<file path="src/rtl/multicycle_pkg.sv">
// Shared encodings for the multicycle controller: FSM states, opcodes and datapath select values.
package multicycle_pkg;

  typedef enum logic [3:0] {
    S_IDLE   = 4'd0,
    S_FETCH  = 4'd1,
    S_DECODE = 4'd2,
    S_MEMADR = 4'd3,
    S_MEMRD  = 4'd4,
    S_MEMWB  = 4'd5,
    S_MEMWR  = 4'd6,
    S_EXEC   = 4'd7,
    S_ALUWB  = 4'd8,
    S_ADDIEX = 4'd9,
    S_ADDIWB = 4'd10,
    S_BRANCH = 4'd11,
    S_JUMP   = 4'd12,
    S_HALT   = 4'd13
  } state_t;

  localparam logic [5:0] OP_RTYPE = 6'b000000;
  localparam logic [5:0] OP_LW    = 6'b100011;
  localparam logic [5:0] OP_SW    = 6'b101011;
  localparam logic [5:0] OP_ADDI  = 6'b001000;
  localparam logic [5:0] OP_BEQ   = 6'b000100;
  localparam logic [5:0] OP_J     = 6'b000010;

  localparam logic [1:0] SRCB_REG     = 2'b00;
  localparam logic [1:0] SRCB_FOUR    = 2'b01;
  localparam logic [1:0] SRCB_IMM     = 2'b10;
  localparam logic [1:0] SRCB_IMM_SH2 = 2'b11;

  localparam logic [1:0] ALUOP_ADD   = 2'b00;
  localparam logic [1:0] ALUOP_SUB   = 2'b01;
  localparam logic [1:0] ALUOP_FUNCT = 2'b10;

  localparam logic [1:0] PCSRC_ALU    = 2'b00;
  localparam logic [1:0] PCSRC_ALUOUT = 2'b01;
  localparam logic [1:0] PCSRC_JUMP   = 2'b10;

  // States that wait on mem_ready_i and are guarded by the timeout counter.
  function automatic logic is_mem_state(input state_t s);
    return (s == S_FETCH) || (s == S_MEMRD) || (s == S_MEMWR);
  endfunction

endpackage

</file>
<file path="src/rtl/mem_wait_timer.sv">
// Counts stall cycles of one memory access; flags the cycle in which the wait limit is reached.
module mem_wait_timer #(
  parameter int MEM_TIMEOUT = 16
) (
  input  logic clk,
  input  logic rst,
  input  logic clear,
  input  logic count,
  output logic timeout
);

  localparam int W = $clog2(MEM_TIMEOUT + 1);

  logic [W-1:0] cnt;

  always_ff @(posedge clk) begin
    if (rst || clear) begin
      cnt <= '0;
    end else if (count) begin
      cnt <= cnt + 1'b1;
    end
  end

  // The stalled cycle that would bring the count up to the limit is the timeout cycle.
  assign timeout = count && (cnt == W'(MEM_TIMEOUT - 1));

endmodule

</file>
<file path="src/rtl/multicycle_control.sv">
// Multicycle MIPS-style control FSM: state-decoded datapath strobes, memory wait timeout, sticky error.
module multicycle_control
  import multicycle_pkg::*;
#(
  parameter int MEM_TIMEOUT = 16
) (
  input  logic       clk_i,
  input  logic       rst_i,
  input  logic       start_i,
  input  logic [5:0] Op_i,
  input  logic       mem_ready_i,
  output logic       PCWrite_o,
  output logic       PCWriteCond_o,
  output logic       IorD_o,
  output logic       MemRead_o,
  output logic       MemWrite_o,
  output logic       IRWrite_o,
  output logic       MemtoReg_o,
  output logic       RegDst_o,
  output logic       RegWrite_o,
  output logic       ALUSrcA_o,
  output logic [1:0] ALUSrcB_o,
  output logic [1:0] ALUOp_o,
  output logic [1:0] PCSource_o,
  output logic       inst_done_o,
  output logic       error_o,
  output logic [3:0] state_o
);

  state_t state;
  logic   error_q;
  logic   wait_cnt_en;
  logic   wait_timeout;

  // Any cycle that is not a stalled memory cycle resets the count, so each access starts from zero.
  assign wait_cnt_en = is_mem_state(state) && !mem_ready_i;

  mem_wait_timer #(.MEM_TIMEOUT(MEM_TIMEOUT)) u_timer (
    .clk     (clk_i),
    .rst     (rst_i),
    .clear   (!wait_cnt_en),
    .count   (wait_cnt_en),
    .timeout (wait_timeout)
  );

  always_ff @(posedge clk_i) begin
    if (rst_i) begin
      state   <= S_IDLE;
      error_q <= 1'b0;
    end else begin
      case (state)
        S_IDLE:   if (start_i) state <= S_FETCH;
        S_FETCH: begin
          if (mem_ready_i) begin
            state <= S_DECODE;
          end else if (wait_timeout) begin
            state   <= S_HALT;
            error_q <= 1'b1;
          end
        end
        S_DECODE: begin
          case (Op_i)
            OP_LW, OP_SW: state <= S_MEMADR;
            OP_RTYPE:     state <= S_EXEC;
            OP_ADDI:      state <= S_ADDIEX;
            OP_BEQ:       state <= S_BRANCH;
            OP_J:         state <= S_JUMP;
            default: begin
              state   <= S_HALT;
              error_q <= 1'b1;
            end
          endcase
        end
        S_MEMADR: state <= (Op_i == OP_SW) ? S_MEMWR : S_MEMRD;
        S_MEMRD: begin
          if (mem_ready_i) begin
            state <= S_MEMWB;
          end else if (wait_timeout) begin
            state   <= S_HALT;
            error_q <= 1'b1;
          end
        end
        S_MEMWR: begin
          if (mem_ready_i) begin
            state <= start_i ? S_FETCH : S_IDLE;
          end else if (wait_timeout) begin
            state   <= S_HALT;
            error_q <= 1'b1;
          end
        end
        S_EXEC:   state <= S_ALUWB;
        S_ADDIEX: state <= S_ADDIWB;
        S_MEMWB, S_ALUWB, S_ADDIWB, S_BRANCH, S_JUMP:
          state <= start_i ? S_FETCH : S_IDLE;
        S_HALT:   state <= S_HALT;
        default: begin
          state   <= S_HALT;
          error_q <= 1'b1;
        end
      endcase
    end
  end

  always_comb begin
    PCWrite_o     = 1'b0;
    PCWriteCond_o = 1'b0;
    IorD_o        = 1'b0;
    MemRead_o     = 1'b0;
    MemWrite_o    = 1'b0;
    IRWrite_o     = 1'b0;
    MemtoReg_o    = 1'b0;
    RegDst_o      = 1'b0;
    RegWrite_o    = 1'b0;
    ALUSrcA_o     = 1'b0;
    ALUSrcB_o     = SRCB_REG;
    ALUOp_o       = ALUOP_ADD;
    PCSource_o    = PCSRC_ALU;
    inst_done_o   = 1'b0;
    case (state)
      S_FETCH: begin
        MemRead_o = 1'b1;
        ALUSrcB_o = SRCB_FOUR;
        IRWrite_o = mem_ready_i;
        PCWrite_o = mem_ready_i;
      end
      S_DECODE: ALUSrcB_o = SRCB_IMM_SH2;
      S_MEMADR, S_ADDIEX: begin
        ALUSrcA_o = 1'b1;
        ALUSrcB_o = SRCB_IMM;
      end
      S_MEMRD: begin
        MemRead_o = 1'b1;
        IorD_o    = 1'b1;
      end
      S_MEMWB: begin
        RegWrite_o  = 1'b1;
        MemtoReg_o  = 1'b1;
        inst_done_o = 1'b1;
      end
      S_MEMWR: begin
        MemWrite_o  = 1'b1;
        IorD_o      = 1'b1;
        inst_done_o = mem_ready_i;
      end
      S_EXEC: begin
        ALUSrcA_o = 1'b1;
        ALUOp_o   = ALUOP_FUNCT;
      end
      S_ALUWB: begin
        RegWrite_o  = 1'b1;
        RegDst_o    = 1'b1;
        inst_done_o = 1'b1;
      end
      S_ADDIWB: begin
        RegWrite_o  = 1'b1;
        inst_done_o = 1'b1;
      end
      S_BRANCH: begin
        ALUSrcA_o     = 1'b1;
        ALUOp_o       = ALUOP_SUB;
        PCWriteCond_o = 1'b1;
        PCSource_o    = PCSRC_ALUOUT;
        inst_done_o   = 1'b1;
      end
      S_JUMP: begin
        PCWrite_o   = 1'b1;
        PCSource_o  = PCSRC_JUMP;
        inst_done_o = 1'b1;
      end
      default: ;
    endcase
  end

  assign error_o = error_q;
  assign state_o = state;

endmodule
</file>
<file path="config.mk">
export PLATFORM = sky130hd
export DESIGN_NAME = multicycle_control
export DESIGN_NICKNAME = d
export VERILOG_FILES = /design/src/rtl/multicycle_pkg.sv /design/src/rtl/mem_wait_timer.sv /design/src/rtl/multicycle_control.sv
export SDC_FILE = /design/constraint.sdc
export NUM_CORES = 1
export LEC_CHECK = 0
export ABC_AREA = 1
export CAP_MARGIN = 5
export CORE_MARGIN = 5
export CORE_UTILIZATION = 39
export CTS_CLUSTER_SIZE = 28
export DETAILED_ROUTE_END_ITERATION = 8
export HOLD_SLACK_MARGIN = 0.08
export PLACE_DENSITY = 0.75
export SLEW_MARGIN = 15
export SYNTH_ARGS = -nofsm -noshare
export SYNTH_HDL_FRONTEND = slang
export SYNTH_SLANG_ARGS = --single-unit
</file>
<file path="constraint.sdc">
create_clock -name clk_i -period 1.44 [get_ports clk_i]
set_input_delay 0.144 -clock clk_i [delete_from_list [all_inputs] [get_ports clk_i]]
set_output_delay 0.144 -clock clk_i [all_outputs]
set_load 0.02 [all_outputs]
</file>
Word level (Yosys, flattened, before mapping)
Index checks and enable logic that the tools add are counted.
Word-level totals
  register bits after elaboration: 10
  input bits: 10
  output and inout port bits: 22
  logic and storage cells: 75
Operators by class
  add/sub/neg operators: 1
  equality and inequality tests: 23
  muxes and demuxes: 27
  bitwise operators: 1
  reductions and logical operators: 20
Operators by type and width (count)
  4-bit case mux with 9 select lines: 1
  4-bit == test (second input constant): 6
  4-bit 2-to-1 mux: 5
  4-bit case mux with 5 select lines: 1
  4-bit by 3-bit == test with 1-bit output (second input constant): 4
  1-bit 2-to-1 mux: 13
  6-bit == test (second input constant): 2
  10-bit OR reduction: 1
  4-bit by 2-bit == test with 1-bit output (second input constant): 2
  2-bit case mux with 2 select lines: 2
  2-bit OR reduction: 4
  6-bit by 2-bit == test with 1-bit output (second input constant): 1
  6-bit by 3-bit == test with 1-bit output (second input constant): 1
  6-bit by 4-bit == test with 1-bit output (second input constant): 1
  6-bit logical NOT: 1
  2-bit inequality test (second input constant): 3
  2-bit case mux with 3 select lines: 1
  3-bit OR reduction: 2
  6-bit OR reduction: 1
  5-bit by 1-bit adder with 5-bit output (second input constant): 1
  5-bit by 4-bit == test with 1-bit output (second input constant): 1
  5-bit OR reduction: 1
  4-bit by 1-bit == test with 1-bit output (second input constant): 1
  4-bit logical NOT: 1
  10 further kinds: 15

Longest topological paths before layout
  depth in word-level cells: 8
  mapped depth: 10
  mapped depth without buffers: 10

Modules after synthesis
A second synthesis with hierarchy kept.
Second synthesis, totals
  cell total of the unflattened synthesis: 171
  area, all modules: 929.6 um2
Modules (own cells, without submodules)
  multicycle_control: instances 1, cells each 139, area each 686.9 um2, seq. area each 100.1 um2
  mem_wait_timer: instances 1, cells each 32, area each 242.7 um2, seq. area each 100.1 um2

Least setup slack after synthesis
Ideal clock, no wire load.
  path type: register -> output
  start point: register state[3], in the netlist state_o[3]
  end point: output ALUOp_o[0]
  arrival time: 1.393 ns
  required time: 1.296 ns
  slack: -0.097 ns
  stages on the path, launching flop included: 6
  path buffers: 1
  cells stage by stage: dfxtp_1 inv_1 nor2_1 inv_1 nor2_1 buf_4
On the way
  word-level cells in the longest chain between the ends: 2
RTL lines
  start, declared: line multicycle_control.sv:30  | state_t state;
  start signal, assigned: line multicycle_control.sv:74  | S_MEMADR: state <= (Op_i == OP_SW) ? S_MEMWR : S_MEMRD;
  start signal, assigned: line multicycle_control.sv:85  | state <= start_i ? S_FETCH : S_IDLE;
  start signal, assigned: line multicycle_control.sv:94  | state <= start_i ? S_FETCH : S_IDLE;
  4-bit == test / 4-bit by 3-bit == test with 1-bit output (equally long branches): line multicycle_control.sv:119  | case (state)
  2-bit case mux with 2 select lines *: line multicycle_control.sv:119
  end, declared: line multicycle_control.sv:23  | output logic [1:0] ALUOp_o,
Mark *: on every way between the ends. The rest lies on a longest branch, timed or not.

Worst setup path in the final report
  start point: register state[3], in the netlist state_o[3]
  end point: output inst_done_o
On the way
  word-level cells in the longest chain between the ends: 3
RTL lines
  4-bit by 3-bit == test with 1-bit output / 4-bit == test (equally long branches): line multicycle_control.sv:119
  5-bit OR reduction (no source line)
  1-bit case mux with 2 select lines *: line multicycle_control.sv:119
  end, declared: line multicycle_control.sv:25  | output logic inst_done_o,
Marks and branches as above.

==> impl_results.md <==
* First-pass GRT wire length at 4.498 mm
* Residual DRC at 0
* Critical Path End Type: output pin
* Synthesized Nets at 163
* MaxCap Viol Count at 0
* Main flop type after synthesis: dfxtp_1
* WS Path Type: reg2out
* Post-synth ARST share at 0%
* Largest net degree at the start of global routing at 9
* Hold Vio Cnt, Final at 0
* Worst EP required at 1.30 ns
* Core area at 2022 sq um
* Clock sink count at 10
* DR vias/cell at 4.758
* Synth cell count leaders: 34 x nor2_1, 33 x nand2_1, 29 x inv_1, 10 x dfxtp_1, 10 x nand3_1
* Fin Clk Skew at 0.007314 ns
* WL/cell at 11.81 microns
* Via Count at 1,099
* Post-route cell area at 1419 sq um
* Post-synth EDFFs at 0
* Chip width at 56.54 microns
* Critical path arrival at 1.27 ns
* CP bufs+invs at 2
* DR iter-0 viols at 20
* Min-delay src: error_o
* DIE AREA at 3196 sq um
* Status: completed
* Hold Path Class: reg2reg
* Reg clk slew, reported paths at 0.07 ns
* RSZ-0062 raised after global routing: true
* Syn_area_per_cell at 5.593 sq um
* Inst Count DP at 226
* Die H at 56.54 microns
* CTS Buffer Depth at 2
* Slew Viols, Final at 0
* Initial antenna violation count at 0
* Mapped cell area at 844.6 sq um
* Overflow after GRT at 0
* Synth Register Bits at 10
* Most frequent cell after synthesis: nor2_1
* N_diodes at 0
* Hold Path Depth at 2
* Hold EP: error_o
* Pwr Total at 0.9358 mW
* P per Cell Area at 659.5 nW/um^2
* Crit path max fanout at 5
* Sum Neg Setup Slack at 0 ns
* R2R Setup Slk at 0.06 ns
* Min Hold Slack at 0.4628 ns
* Worst path slowest cell: dfxtp_4
* Synth unique cells at 26
* Yosys warning count at 0
* Final non-filler cell total at 231
* Vias in the first global route at 1,059
* Transition time of the tightest slew-check pin at 0.3199 ns
* Std cell rows at 16
* FMAX at 707.6 MHz
* Initial Util at 41.77%
* Hpwl dp at 2.087 mm
* DR pass1 iterations at 4
* Top Family by Delay on Critical Path: simple AND/OR/NAND/NOR gates
* Leakage at 0.7903 nW
* Tcrit/Tclk final at 98.14%
* Filler cells at 201
* Startpoint types: register
* Number of placed I/O pins at 32
* Crit-path cells: inv_2 > nand2_2 > nor2_4 > nor2_2 > nand2_1 > buf_2
* DRT Wirelength at 2.729 mm
* Worst reg2reg path startpoint: state_o[3]
* Placed instance area at 1321 sq um
* Maximum vdd drop at 0.6539 mV
* Global Route Usage Sum at 17.04%
* Max transition margin at 78.48%
* RePlAce Congestion at 0.8629
* Layout cell share with drive strength beyond 1 at 37.25%
* Syn-to-layout area delta at 68.00%
* IO buf count at 31
* Skew-Pair Late Insertion Delay at 0.27 ns
* Post-layout min period at 1.413 ns
* Seq/Total Area, Yosys at 23.70%
* TritonCTS clock tree: yes
* Setup Viol. Count Final at 0
* Worst r2r dst: state_o[2]
* Clk Tree Root Cell: clkbuf_4
* Yosys top cell area share at 23.70%
* Nets at 217
* Synth top area cells: dfxtp_1 24%, nor2_1 15%, nand2_1 15%
* Antenna Violating Nets Remaining at 0
* Reg2reg path depth at 8
* CTS buffer count at 3
* Synth Instances at 151
* Critical Path Max Stage Delay at 0.37 ns
* Largest area contributor in the netlist: dfxtp_1
* H-Tree Depth at 1
==> layer usage <==
metal,track usage (%),wire length (microns),vias to the layer above
li1,-,-,574
met1,18.44,1130,484
met2,30.69,1364,37
met3,5.963,201,4
met4,5.085,32,0
met5,0,0,-
==> sequential cells by signal (all words and copies together) (netlist names) <==
name         count
error_o          1
state_o          4
u_timer.cnt      5
==> final cells by class <==
cell class	instances	area, sq um	share of cell area, %
Tap cell	27	33.78	2.381
Timing Repair Buffer	51	402.9	28.40
Clock buffer	4	36.28	2.557
Multi-Input combinational cell	109	613.1	43.21
Inverter	30	117.6	8.289
Sequential cell	10	215.2	15.17
==> stage by stage <==
step / util, % / setup WS [ns]
4_1_cts: 66.77 / -0.03391
3_3_place_gp: 65.35 / -0.2522
6_report: 70.17 / 0.02680
2_1_floorplan: - / 0.02163
5_1_grt: 70.17 / -0.06362
3_5_place_dp: 65.35 / -0.2437
==> worst max-delay path by stage <==
stage               depth (start not counted)  startpoint           to  slack, ns
global route                                7  state_o[1]  inst_done_o      -0.06
global placement                            5  state_o[3]   RegWrite_o      -0.25
detailed placement                          4  state_o[0]    MemRead_o      -0.24
CTS                                         5  state_o[3]   RegWrite_o      -0.03
floorplan                                   6  state_o[0]   state_o[3]       0.02
finish                                      6  state_o[3]  inst_done_o       0.03
==> where the power goes <==
group          switching (mW)  total [mW]  internal [mW]
Clock                  0.0987       0.252          0.153
Sequential             0.0218       0.312          0.290
Combinational           0.208       0.372          0.164
==> worst register-to-register path, cell delays in order, from the launching register on <==
cell and delay, ns:
dfxtp_4 0.37, inv_2 0.11, nand2_2 0.14, buf_4 0.16, o21ai_1 0.18, nand2_1 0.08, nor2_1 0.10, nor2_1 0.05
a21oi_1 0.13
==> cell families (layout without fill, tap and decap cells) <==
family	count (synthesis)	count (layout)	share of synthesized area, %
AO/OA/AOI/OAI	17	17	11.56
XOR/XNOR	2	2	2.074
adder cells (fa/ha/maj)	2	2	2.962
buffers and inverters	32	85	15.11
flip-flops	10	10	23.70
AND/OR/NAND/NOR	88	88	44.59
==> timing repair <==
action,4_1_cts,5_1_grt
gates resized for setup,81,34
buffers inserted,1,0
hold buffers,0,0
endpoints found under the setup margin,22,25
pin swaps,0,4
==> placed cells by master (no fill, tap or decap), types with 5 or more instances in the layout <==
cell and instances:
buf_4 29, clkdlybuf4s50_1 10, inv_1 24, nand2_1 32, nand3_1 8, nor2_1 27
nor2_2 5, o21ai_0 6
Power figures use the tool's default switching activity.
